### src/rtl/pwm_pkg.sv
// Shared definitions for the PWM capture path: FSM state encoding and the
// timeout constant derived from the counter width.
package pwm_pkg;

  typedef enum logic [1:0] {
    ST_IDLE    = 2'd0,
    ST_ARM     = 2'd1,
    ST_MEASURE = 2'd2,
    ST_STUCK   = 2'd3
  } pwm_state_e;

  // Longest measurable period in clocks; reaching it without a rise means the input is stuck.
  function automatic int timeout_count(input int width);
    return 1 << width;
  endfunction

endpackage

### src/rtl/sync_2ff.sv
// Single-bit two-flop synchronizer for inputs asynchronous to clk.
// Both flops clear on the asynchronous active-low reset.
module sync_2ff (
  input  logic clk,
  input  logic rst_n,
  input  logic d_i,
  output logic q_o
);

  logic meta_q;
  logic sync_q;

  always_ff @(posedge clk or negedge rst_n) begin
    if (!rst_n) begin
      meta_q <= 1'b0;
      sync_q <= 1'b0;
    end else begin
      meta_q <= d_i;
      sync_q <= meta_q;
    end
  end

  assign q_o = sync_q;

endmodule

### src/rtl/pwm_capture.sv
// Recovers high time and period of an incoming PWM waveform, encoded like the
// generator's duty/max_value, and flags an input that stops toggling.
//
// state   | meaning
// --------+--------------------------------------------------------------
// IDLE    | disabled; counters cleared, outputs hold last values
// ARM     | waiting for the first rise; the partial window is discarded
// MEASURE | counting a full period; each rise publishes a measurement
// STUCK   | no rise within 2^bit_width clocks; waiting for any edge
module pwm_capture #(
  parameter int bit_width = 8
) (
  input  logic                 clk,
  input  logic                 rst_n,
  input  logic                 enable,
  input  logic                 pwm_in,
  output logic [bit_width-1:0] duty_out,
  output logic [bit_width-1:0] period_out,
  output logic                 valid,
  output logic                 stuck,
  output logic                 stuck_level
);
  import pwm_pkg::*;

  localparam logic [bit_width:0]   TIMEOUT_CNT = (bit_width+1)'(timeout_count(bit_width));
  localparam logic [bit_width:0]   PER_ONE     = (bit_width+1)'(1);
  localparam logic [bit_width-1:0] HI_ONE      = bit_width'(1);

  logic s;
  logic s_d_q;
  logic rise;
  logic fall;
  logic timeout;

  pwm_state_e state_q, state_d;
  logic [bit_width:0]   per_cnt_q, per_cnt_d;
  logic [bit_width-1:0] hi_cnt_q, hi_cnt_d;
  logic [bit_width-1:0] duty_q, duty_d;
  logic [bit_width-1:0] period_q, period_d;
  logic                 valid_q, valid_d;
  logic                 stuck_q, stuck_d;
  logic                 stuck_level_q, stuck_level_d;

  logic [bit_width:0]   per_inc;
  logic [bit_width-1:0] hi_inc;
  logic [bit_width-1:0] period_meas;

  sync_2ff u_sync_pwm (
    .clk   (clk),
    .rst_n (rst_n),
    .d_i   (pwm_in),
    .q_o   (s)
  );

  assign rise    = s & ~s_d_q;
  assign fall    = ~s & s_d_q;
  assign timeout = (per_cnt_q == TIMEOUT_CNT) && !rise;

  // per_cnt saturates so a dead input keeps timeout asserted instead of wrapping.
  assign per_inc     = (per_cnt_q == TIMEOUT_CNT) ? per_cnt_q : per_cnt_q + PER_ONE;
  assign hi_inc      = hi_cnt_q + {{(bit_width-1){1'b0}}, s};
  // Low bits of 2^bit_width are zero, so the truncated subtract still yields all ones.
  assign period_meas = per_cnt_q[bit_width-1:0] - HI_ONE;

  always_comb begin
    state_d       = state_q;
    per_cnt_d     = per_inc;
    hi_cnt_d      = hi_inc;
    duty_d        = duty_q;
    period_d      = period_q;
    valid_d       = 1'b0;
    stuck_d       = stuck_q;
    stuck_level_d = stuck_level_q;

    if (!enable) begin
      state_d   = ST_IDLE;
      per_cnt_d = '0;
      hi_cnt_d  = '0;
    end else begin
      case (state_q)
        ST_IDLE: begin
          per_cnt_d = '0;
          hi_cnt_d  = '0;
          state_d   = ST_ARM;
        end
        ST_ARM, ST_MEASURE: begin
          if (rise) begin
            per_cnt_d = PER_ONE;
            hi_cnt_d  = HI_ONE;
            state_d   = ST_MEASURE;
            if (state_q == ST_MEASURE) begin
              duty_d   = hi_cnt_q;
              period_d = period_meas;
              valid_d  = 1'b1;
              stuck_d  = 1'b0;
            end
          end else if (timeout) begin
            state_d       = ST_STUCK;
            stuck_d       = 1'b1;
            stuck_level_d = s;
            duty_d        = s ? '1 : '0;
            period_d      = '1;
            valid_d       = 1'b1;
          end
        end
        ST_STUCK: begin
          // stuck stays set here; only a full measurement clears it.
          if (rise) begin
            per_cnt_d = PER_ONE;
            hi_cnt_d  = HI_ONE;
            state_d   = ST_MEASURE;
          end else if (fall) begin
            per_cnt_d = '0;
            state_d   = ST_ARM;
          end
        end
        default: begin
          state_d = ST_IDLE;
        end
      endcase
    end
  end

  always_ff @(posedge clk or negedge rst_n) begin
    if (!rst_n) begin
      s_d_q         <= 1'b0;
      state_q       <= ST_IDLE;
      per_cnt_q     <= '0;
      hi_cnt_q      <= '0;
      duty_q        <= '0;
      period_q      <= '0;
      valid_q       <= 1'b0;
      stuck_q       <= 1'b0;
      stuck_level_q <= 1'b0;
    end else begin
      s_d_q         <= s;
      state_q       <= state_d;
      per_cnt_q     <= per_cnt_d;
      hi_cnt_q      <= hi_cnt_d;
      duty_q        <= duty_d;
      period_q      <= period_d;
      valid_q       <= valid_d;
      stuck_q       <= stuck_d;
      stuck_level_q <= stuck_level_d;
    end
  end

  assign duty_out    = duty_q;
  assign period_out  = period_q;
  assign valid       = valid_q;
  assign stuck       = stuck_q;
  assign stuck_level = stuck_level_q;

endmodule

### config.mk
export PLATFORM = sky130hd
export DESIGN_NAME = pwm_capture
export DESIGN_NICKNAME = d
export VERILOG_FILES = /design/src/rtl/pwm_pkg.sv /design/src/rtl/sync_2ff.sv /design/src/rtl/pwm_capture.sv
export SDC_FILE = /design/constraint.sdc
export NUM_CORES = 1
export LEC_CHECK = 0
export ABC_CLOCK_PERIOD_IN_PS = 3600
export CAP_MARGIN = 0
export CORE_MARGIN = 2
export CORE_UTILIZATION = 40
export CTS_CLUSTER_DIAMETER = 30
export DETAILED_ROUTE_END_ITERATION = 8
export GPL_TIMING_DRIVEN = 0
export PLACE_DENSITY = 0.72
export RECOVER_POWER = 100
export SLEW_MARGIN = 20
export SYNTH_ARGS = -nofsm -noshare
export SYNTH_HDL_FRONTEND = slang
export SYNTH_SLANG_ARGS = --single-unit
### constraint.sdc
create_clock -name clk -period 3.6 [get_ports clk]
set_input_delay 0.54 -clock clk [delete_from_list [all_inputs] [get_ports clk]]
set_output_delay 0.54 -clock clk [all_outputs]
set_load 0.02 [all_outputs]
---- After elaboration in Yosys (flattened, before gate mapping) ----
Index checks and enable logic that the tools add are counted.
storage, ports and cells
  input port bits ......................... 4
  flip-flop bits (word level) ............. 41
  word-level logic and storage cells ...... 65
  output and inout port bits .............. 19
operators by class
  equality and inequality tests ........... 7
  reductions and logical operators ........ 9
  mux-type cells .......................... 30
  $add $sub $neg .......................... 3
  bitwise gates (word level) .............. 5
operator list
  cell                                                   number
  two-way mux 8 bit                                      9
  two-way mux 9 bit                                      5
  case mux 9 bit (3 select lines)                        1
  case mux 8 bit (2 select lines)                        1
  two-way mux 2 bit                                      5
  adder 9 x 1 -> 9 bit, second input constant            1
  == test 9 bit, second input constant                   1
  adder 8 x 1 -> 8 bit                                   1
  two-way mux 1 bit                                      8
  inequality test 4 bit, second input constant           2
  AND reduction 4 bit                                    2
  subtractor 8 x 1 -> 8 bit, second input constant       1
  case mux 2 bit (3 select lines)                        1
  == test 2 bit, second input constant                   2
  NOT 1 bit                                              3
  OR reduction 3 bit                                     1
  AND 1 bit                                              2
  == test 2 x 1 -> 1 bit, second input constant          1
  zero test 2 bit                                        1
  inequality test 2 x 1 -> 1 bit, second input constant  1
  AND reduction 2 bit                                    1
  nonzero test 2 bit                                     1
  OR reduction 2 bit                                     1
  logical AND 1 bit                                      1
  zero test 1 bit                                        1

---- Logic depth before layout (Yosys ltp) ----
Gate-level depths: netlist of the first run.
  depth after elaboration ................. 8
  depth in mapped cells ................... 9
  depth with buffers taken out ............ 7

---- Cells and area by module ----
From an unflattened synthesis of the first run, not the netlist that was laid out.
second synthesis, totals
  cells, all modules ...................... 192
  area total of the unflattened synthesis .. 2020.7 sq um
modules (own cells, without submodules)
  module       cells an instance  seq. area each (sq um)  area each (sq um)  instances
  pwm_capture  190                975.9                   1970.6             1
  sync_2ff     2                  50.0                    50.0               1

---- Worst setup path before layout of the first run ----
No wires, ideal clock.
  path type ............................... register to register
  start ................................... register per_cnt_q[0]
  end ..................................... register period_q[5], in the netlist period_out[5]
  slack ................................... 1.848 ns
  buffers on the path ..................... 1
  library setup time ...................... 0.124 ns
  cell stages (with the launch flop) ...... 9
  arrival time ............................ 1.628 ns
  data required time ...................... 3.476 ns
  period minus slack after synthesis ...... 1.752 ns
  cells stage by stage .................... dfrtp_1 inv_1 ha_1 and4bb_2 a31oi_4 nand2b_4 buf_6 inv_6 a2bb2oi_1
between the ends
  longest elaborated chain between the ends .. 4
  elaborated cells between the ends (all ways) .. 7
  those cells by class .................... 1 x add/sub; 1 x eq/ne; 2 x mux; 3 x reduce/logical
ends and longest elaborated chain
  item                                                                               RTL line            source
  start: declaration                                                                 pwm_capture.sv:36   logic [bit_width:0] per_cnt_q, per_cnt_d;
  start signal: assignment                                                           pwm_capture.sv:138  per_cnt_q <= per_cnt_d;
  parallel branches: the longest is 4 deep, another holds subtractor 8 x 1 -> 8 bit  --
  end signal: assignment                                                             pwm_capture.sv:141  period_q <= period_d;
  end: declaration                                                                   pwm_capture.sv:39   logic [bit_width-1:0] period_q, period_d;
Several ways; the timed one is not identified. The select of a mux whose other input is x is not followed.
A chain may end at the register's enable or synchronous reset.

---- Worst setup path after layout of the first run ----
  start ................................... register per_cnt_q[0]
  end ..................................... register duty_q[5], in the netlist duty_out[5]
between the ends
  longest elaborated chain between the ends .. 4
ends and longest elaborated chain
  item                           RTL line            source
  == test 9 bit                  pwm_capture.sv:57   assign timeout = (per_cnt_q == TIMEOUT_CNT) && !rise;
  logical AND 1 bit              pwm_capture.sv:57
  nonzero test 2 bit (no line)   --
  AND reduction 4 bit (no line)  --
  end signal: assignment         pwm_capture.sv:140  duty_q <= duty_d;
  end: declaration               pwm_capture.sv:38   logic [bit_width-1:0] duty_q, duty_d;
No other way between the ends.

==> reports/qor.yml, run 1 <==
floorplan:
  die_x_um: 76.3
  start_util_pct: 41.2
  dieArea_um2: 5820
  rows: 26
  io_pins: 23
  coreArea_um2: 5070
  die_h_um: 76.3
cts:
  root_buffer: "clkbuf_8"
  tritoncts: "built"
  h-tree-depth: 2
  cts_hold_buf: 0
  cts_made_buffers: 5
  cts_sinks: 41
  postCtsSetupBuffers: 0
  clk_path_buf_depth: 2
  clock_latency_ns: 0.29
  clk_pin_slew_ns: 0.07
  cts_resized: 0
worst_hold_path:
  hold_class: "flip-flop to flip-flop"
critical_path:
  cp.required_ns: 3.75
  start_kind: "flip-flop"
  crit_slowest_cell: "a31oi_1"
  path_class: "flip-flop to flip-flop"
  cp_max_fo: 10
  end_kind: "flip-flop"
  worstPathCellList: "inv_1 > ha_1 > and4bb_1 > a31oi_1 > nand2b_2 > clkbuf_1 > o21ai_0"
  cpPeakStageDelay_ns: 0.55
  crit_arrival_ns: 2.70
timing:
  relSlewSlack_pct: 20.7
  tightest_slew_ns: 1.19
  setup_violations: 0
  slew_viol_final: 0
  fin_setup_tns_ns: 0
  min_period_ns: 2.55
  fmax_mhz: 392
  rsz0062_at_grt: "false"
  hold_viol_final: 0
  finalCritPeriodShare_pct: 70.8
  skew_ns: 0.00213
  postLayoutSetupSlackWorst_ns: 1.05
global_route:
  grt_pass1_wl_um: 7280
  grt_overflow_total: 0
  first_global_vias: 1487
  grt_antenna_before_repair: 0
  track_usage_pct: 15.6
  grt_max_degree: 23
final_layout:
  layout_commonest_cell: "dfrtp_1"
  seq_area_um2: 1030
  multi_input_area_um2: 942
  syn_to_final_growth_pct: 16.7
  layout_common_cells: "dfrtp_1, o21ai_0, nor2_1"
  filler_cell_count: 491
  antenna_cells: 0
  instances_no_fill: 304
  drive_above_1_share_pct: 7.69
  final_nets: 247
placed_design:
  placed_cells: 298
  gp_congestion: 0.833
  dp_hpwl_um: 2990
  place.port_buffers: 22
  post-place-ws_ns: 1.29
detailed_routing:
  drcViolationCount: 0
  dr_wl_met3_um: 197
  wire_per_inst_um: 13.4
  drt-total-wl_um: 4080
  drt-met1-wl_um: 1930
  drt_first_pass_iters: 4
  num_vias: 1535
  routed.top_layer: "met4"
  routed-wl-met2_um: 1890
  ant_nets: 0
  vias_per_cell: 5.05
  drt_iter0_drc: 144
pwr:
  ir_drop_v: 0.000221
  leakagePower_nw: 1.15
  p_sw_uw: 503
  power_density_nw_per_um2: 573
  switching_share_pct: 36.0
  power_frac_seq_pct: 42.7
  internal_power_uw: 895
  comb_power_share_pct: 37.4
  power_frac_clock_pct: 20.0
synth:
  syn_inst: 205
  synth_cell_types: 44
  postSynthNetCount: 217
  ys.flop_type: "dfrtp_1"
  synth_edf_count: 0
  yosysSeqAreaShare_pct: 49.1
  synth.cell_area_um2: 2090
  async_flop_share_pct: 100
  synth.avg_cell_area_um2: 10.2
  synth-seq-cells: 41
  yosys_warnings: 0
job:
  maxCapViolCount: 0
status:
  status: "finished clean"
## layer usage
layer	track usage [%]	vias to the layer above
met2	23.8	47
met3	4.15	7
met5	0	-
li1	-	763
met1	21.2	718
met4	6.18	0
## synthesized netlist by cell type, types with 2 or more instances
| master | count | share of area [%] |
|---|---|---|
| inv_1 | 8 | 1.4 |
| ha_1 | 8 | 4.8 |
| dfrtp_1 | 41 | 49 |
| o21ai_0 | 28 | 6.7 |
| and3_1 | 3 | 0.90 |
| nor3_1 | 3 | 0.72 |
| o22a_1 | 4 | 1.7 |
| nand4_1 | 2 | 0.60 |
| nand2b_1 | 5 | 1.5 |
| buf_6 | 2 | 1.1 |
| a2bb2oi_1 | 4 | 1.7 |
| nand2_1 | 6 | 1.1 |
| nand3_1 | 9 | 2.2 |
| a31oi_1 | 3 | 0.90 |
| a21oi_1 | 5 | 1.2 |
| xor2_1 | 13 | 5.4 |
| clkbuf_1 | 7 | 1.3 |
| xnor2_1 | 4 | 1.7 |
| nor2_1 | 25 | 4.5 |
## worst max-delay path: cells and delay by family (launching register included)
kind	cells	cell delay (ns)
buf+inv	2	0.51
fa+ha+maj	1	0.22
simple gates	2	0.47
flops	1	0.48
compound gates	2	0.73
## area by class of cell
class                   count  share of cell area [%]
multi-input cells         144                    38.6
well taps                  70                    3.59
repair buffers             23                    8.92
clock buffers               5                    2.82
flip-flops and latches     41                    42.1
inverters                   9                    1.59
plain buffers              11                    2.21
clock inverters             1                   0.205
## stage by stage
stage | hold slack (ns) | util (%) | cell area [um^2] | power, mW
after global routing | 0.367 | 48.1 | 2440 | 1.50
after CTS | 0.226 | 49.2 | 2490 | 1.44
after global placement | 0.333 | 47.3 | 2400 | 1.15
after floorplan | 0.244 | - | 2090 | 0.950
final | 0.352 | 48.1 | 2440 | 1.40
after detailed placement | 0.336 | 47.7 | 2420 | 1.17
## power groups by stage
stage / sequential [mW] / clock [mW] / combinational [mW]
finish: 0.596 / 0.279 / 0.522
CTS: 0.601 / 0.284 / 0.558
floorplan: 0.676 / 0 / 0.274
global route: 0.612 / 0.308 / 0.582
global placement: 0.607 / 0 / 0.542
detailed placement: 0.610 / 0 / 0.556
## worst paths after layout
check	startpoint	end	slack, ns	depth (start not counted)
setup reg to reg	per_cnt_q[0]$_DFF_PN0_	duty_out[5]$_DFFE_PN0P_	1.05	7
max in group asynchronous	rst_n	hi_cnt_q[6]$_DFF_PN0_	1.55	2
hold reg to reg	u_sync_pwm.meta_q$_DFF_PN0_	u_sync_pwm.q_o$_DFF_PN0_	0.35	0
setup / recovery	per_cnt_q[0]$_DFF_PN0_	duty_out[5]$_DFFE_PN0P_	1.05	7
min in group asynchronous	rst_n	period_out[4]$_DFFE_PN0P_	0.42	1
hold / removal	u_sync_pwm.meta_q$_DFF_PN0_	u_sync_pwm.q_o$_DFF_PN0_	0.35	0
## registers in the layout (all words and copies together) (netlist names)
name	cells
per_cnt_q	9
duty_out	8
hi_cnt_q	8
period_out	8
state_q	2
s_d_q	1
stuck	1
stuck_level	1
u_sync_pwm.meta_q	1
u_sync_pwm.q_o	1
valid	1
## logic make-up (layout without fill, tap and decap cells)
group / count (synthesis) / count (layout) / share of synthesized area [%]
flip-flops: 41 / 41 / 49.1
XOR/XNOR: 17 / 17 / 7.12
AO/OA/AOI/OAI: 51 / 51 / 15.6
AND/OR/NAND/NOR: 65 / 65 / 16.9
adder cells (fa/ha/maj): 8 / 8 / 4.79
multiplexers: 3 / 3 / 1.74
buffers and inverters: 20 / 49 / 4.79
Power figures use the tool's default switching activity.
==> run 2: changes to the inputs <==
- ABC_CLOCK_PERIOD_IN_PS: 3600 -> 2100
- PLACE_DENSITY: 0.72 -> 0.74
- clock period: 3.6 -> 2.1 ns (I/O delays scaled with it)
==> run 2 against run 1 <==
Net effect:
- wire length is 1.0% lower
- maximum frequency is 27% higher
- critical endpoint is now stuck_level$_DFFE_PN0P_
- flip-flop and latch count stayed put
- highest routed layer unchanged
- non-clock buffer count is 1 higher
- setup slack worse by 0.95 ns
==> reports/qor.yml, run 2 (same netlist as run 1, synthesis figures left out) <==
status:
  status: "finished clean"
placed_design:
  place.port_buffers: 22
  placed_cells: 298
  gp_congestion: 0.863
  dp_hpwl_um: 2870
global_route:
  grt_pass1_wl_um: 7190
  grt_max_degree: 28
  grtUsageMet1_pct: 20.7
  use_met2_pct: 23.5
  track_usage_pct: 15.2
  use_met3_pct: 3.79
  grt_antenna_before_repair: 0
  grt.busiest_layer: "met2"
  grt_overflow_total: 0
  first_global_vias: 1492
cts:
  clock_latency_ns: 0.29
  cts_sinks: 41
  h-tree-depth: 2
  tritoncts: "built"
  clk_path_buf_depth: 2
  clk_pin_slew_ns: 0.08
  root_buffer: "clkbuf_8"
  cts_made_buffers: 5
final_layout:
  regMostFlops: "per_cnt_q"
  layout_common_cells: "dfrtp_1, o21ai_0, nor2_1"
  largest_reg_flops: 9
  syn_to_final_growth_pct: 20.0
  antenna_cells: 0
  instances_no_fill: 306
  utilization_pct: 49.5
  final_nets: 248
  layout_commonest_cell: "dfrtp_1"
  drive_above_1_share_pct: 10.2
pwr:
  power_density_nw_per_um2: 977
  power_frac_clock_pct: 21.1
  switching_share_pct: 35.3
  leakagePower_nw: 1.18
  internal_power_mw: 1.59
  power_mw: 2.45
  p_sw_uw: 866
  power_frac_seq_pct: 41.8
  comb_power_share_pct: 37.2
  ir_drop_v: 0.000432
timing:
  fin_setup_tns_ns: 0
  relSlewSlack_pct: 41.9
  rsz0062_at_grt: "true"
  skew_ns: 0.00559
  hold_viol_final: 0
  hold_slack_ns: 0.352
  slew_viol_final: 0
  fmax_mhz: 500
  finalCritPeriodShare_pct: 95.3
  min_period_ns: 2.00
  setup_violations: 0
  tightest_slew_ns: 0.872
worst_hold_path:
  hold_class: "flip-flop to flip-flop"
detailed_routing:
  drt_first_pass_iters: 4
  num_vias: 1556
  ant_nets: 0
  wire_per_inst_um: 13.2
  drcViolationCount: 0
  drt_iter0_drc: 109
  drt-total-wl_um: 4040
  vias_per_cell: 5.08
critical_path:
  crit_arrival_ns: 2.18
  end_kind: "flip-flop"
  cp_max_fo: 7
  cp.required_ns: 2.28
  path_class: "flip-flop to flip-flop"
  start_kind: "flip-flop"
floorplan:
  dieArea_um2: 5820
  coreArea_um2: 5070
  io_pins: 23
  start_util_pct: 41.2
  rows: 26
  die_h_um: 76.3
  die_x_um: 76.3
job:
  maxCapViolCount: 0
[run 2: critical path, cell delays in order, from the launching register on]
cell and delay, ns:
dfrtp_2 0.47, inv_1 0.12, ha_1 0.17, and4bb_2 0.30
nand2_2 0.12, nor3_1 0.34, mux2_2 0.37
[run 2: repair_timing]
| item | CTS | global route |
|---|---|---|
| hold buffers | 1 | 0 |
| gates resized for setup | 0 | 2 |
| setup endpoints to repair | 0 | 10 |
| hold endpoints to repair | 14 | 0 |
| setup buffers | 0 | 0 |
[run 2: final timing paths]
check / startpoint / end / slack (ns) / cells after the start
worst max register to register: per_cnt_q[0]$_DFF_PN0_ / stuck_level$_DFFE_PN0P_ / 0.1 / 6
max in group asynchronous: rst_n / per_cnt_q[0]$_DFF_PN0_ / 0.81 / 3
min in group asynchronous: rst_n / period_out[4]$_DFFE_PN0P_ / 0.65 / 2
worst max-delay path: per_cnt_q[0]$_DFF_PN0_ / stuck_level$_DFFE_PN0P_ / 0.1 / 6
worst min-delay path: u_sync_pwm.meta_q$_DFF_PN0_ / u_sync_pwm.q_o$_DFF_PN0_ / 0.35 / 0
worst min register to register: u_sync_pwm.meta_q$_DFF_PN0_ / u_sync_pwm.q_o$_DFF_PN0_ / 0.35 / 0
[run 2: layout make-up]
| type | instances | area (um^2) |
|---|---|---|
| plain buffers | 11 | 61.3 |
| multi-input cells | 144 | 965 |
| flip-flops and latches | 41 | 1030 |
| repair buffers | 24 | 244 |
| clock buffers | 7 | 86.3 |
| inverters | 9 | 38.8 |
| well taps | 70 | 87.6 |
| fillers | 494 | 2560 |
[run 2: routing by layer]
| metal | wire length (um) | up-vias |
|---|---|---|
| li1 | - | 776 |
| met1 | 1960 | 749 |
| met2 | 1870 | 24 |
| met3 | 129 | 7 |
| met4 | 85 | 0 |
| met5 | 0 | - |
[run 2: power by group through the flow]
stage / logic (mW) / registers (mW) / clock network [mW]
2_1_floorplan: 0.469 / 1.16 / 0
3_3_place_gp: 0.930 / 1.04 / 0
3_5_place_dp: 0.946 / 1.05 / 0
4_1_cts: 0.954 / 1.03 / 0.527
5_1_grt: 1.00 / 1.05 / 0.557
6_report: 0.911 / 1.02 / 0.516
[run 2: metrics by stage]
stage	instance area [um^2]	setup slack [ns]
after global placement	2400	-0.324
after global routing	2510	0.00186
after CTS	2510	0.0545
after detailed placement	2410	-0.0127
after floorplan	2090	0.348
final	2510	0.0994
==> run 3: changes to the inputs <==
- CAP_MARGIN: 0 -> 10
==> results of run 3 <==
No change in the layout: final DEF, timing and power equal those of run 2.
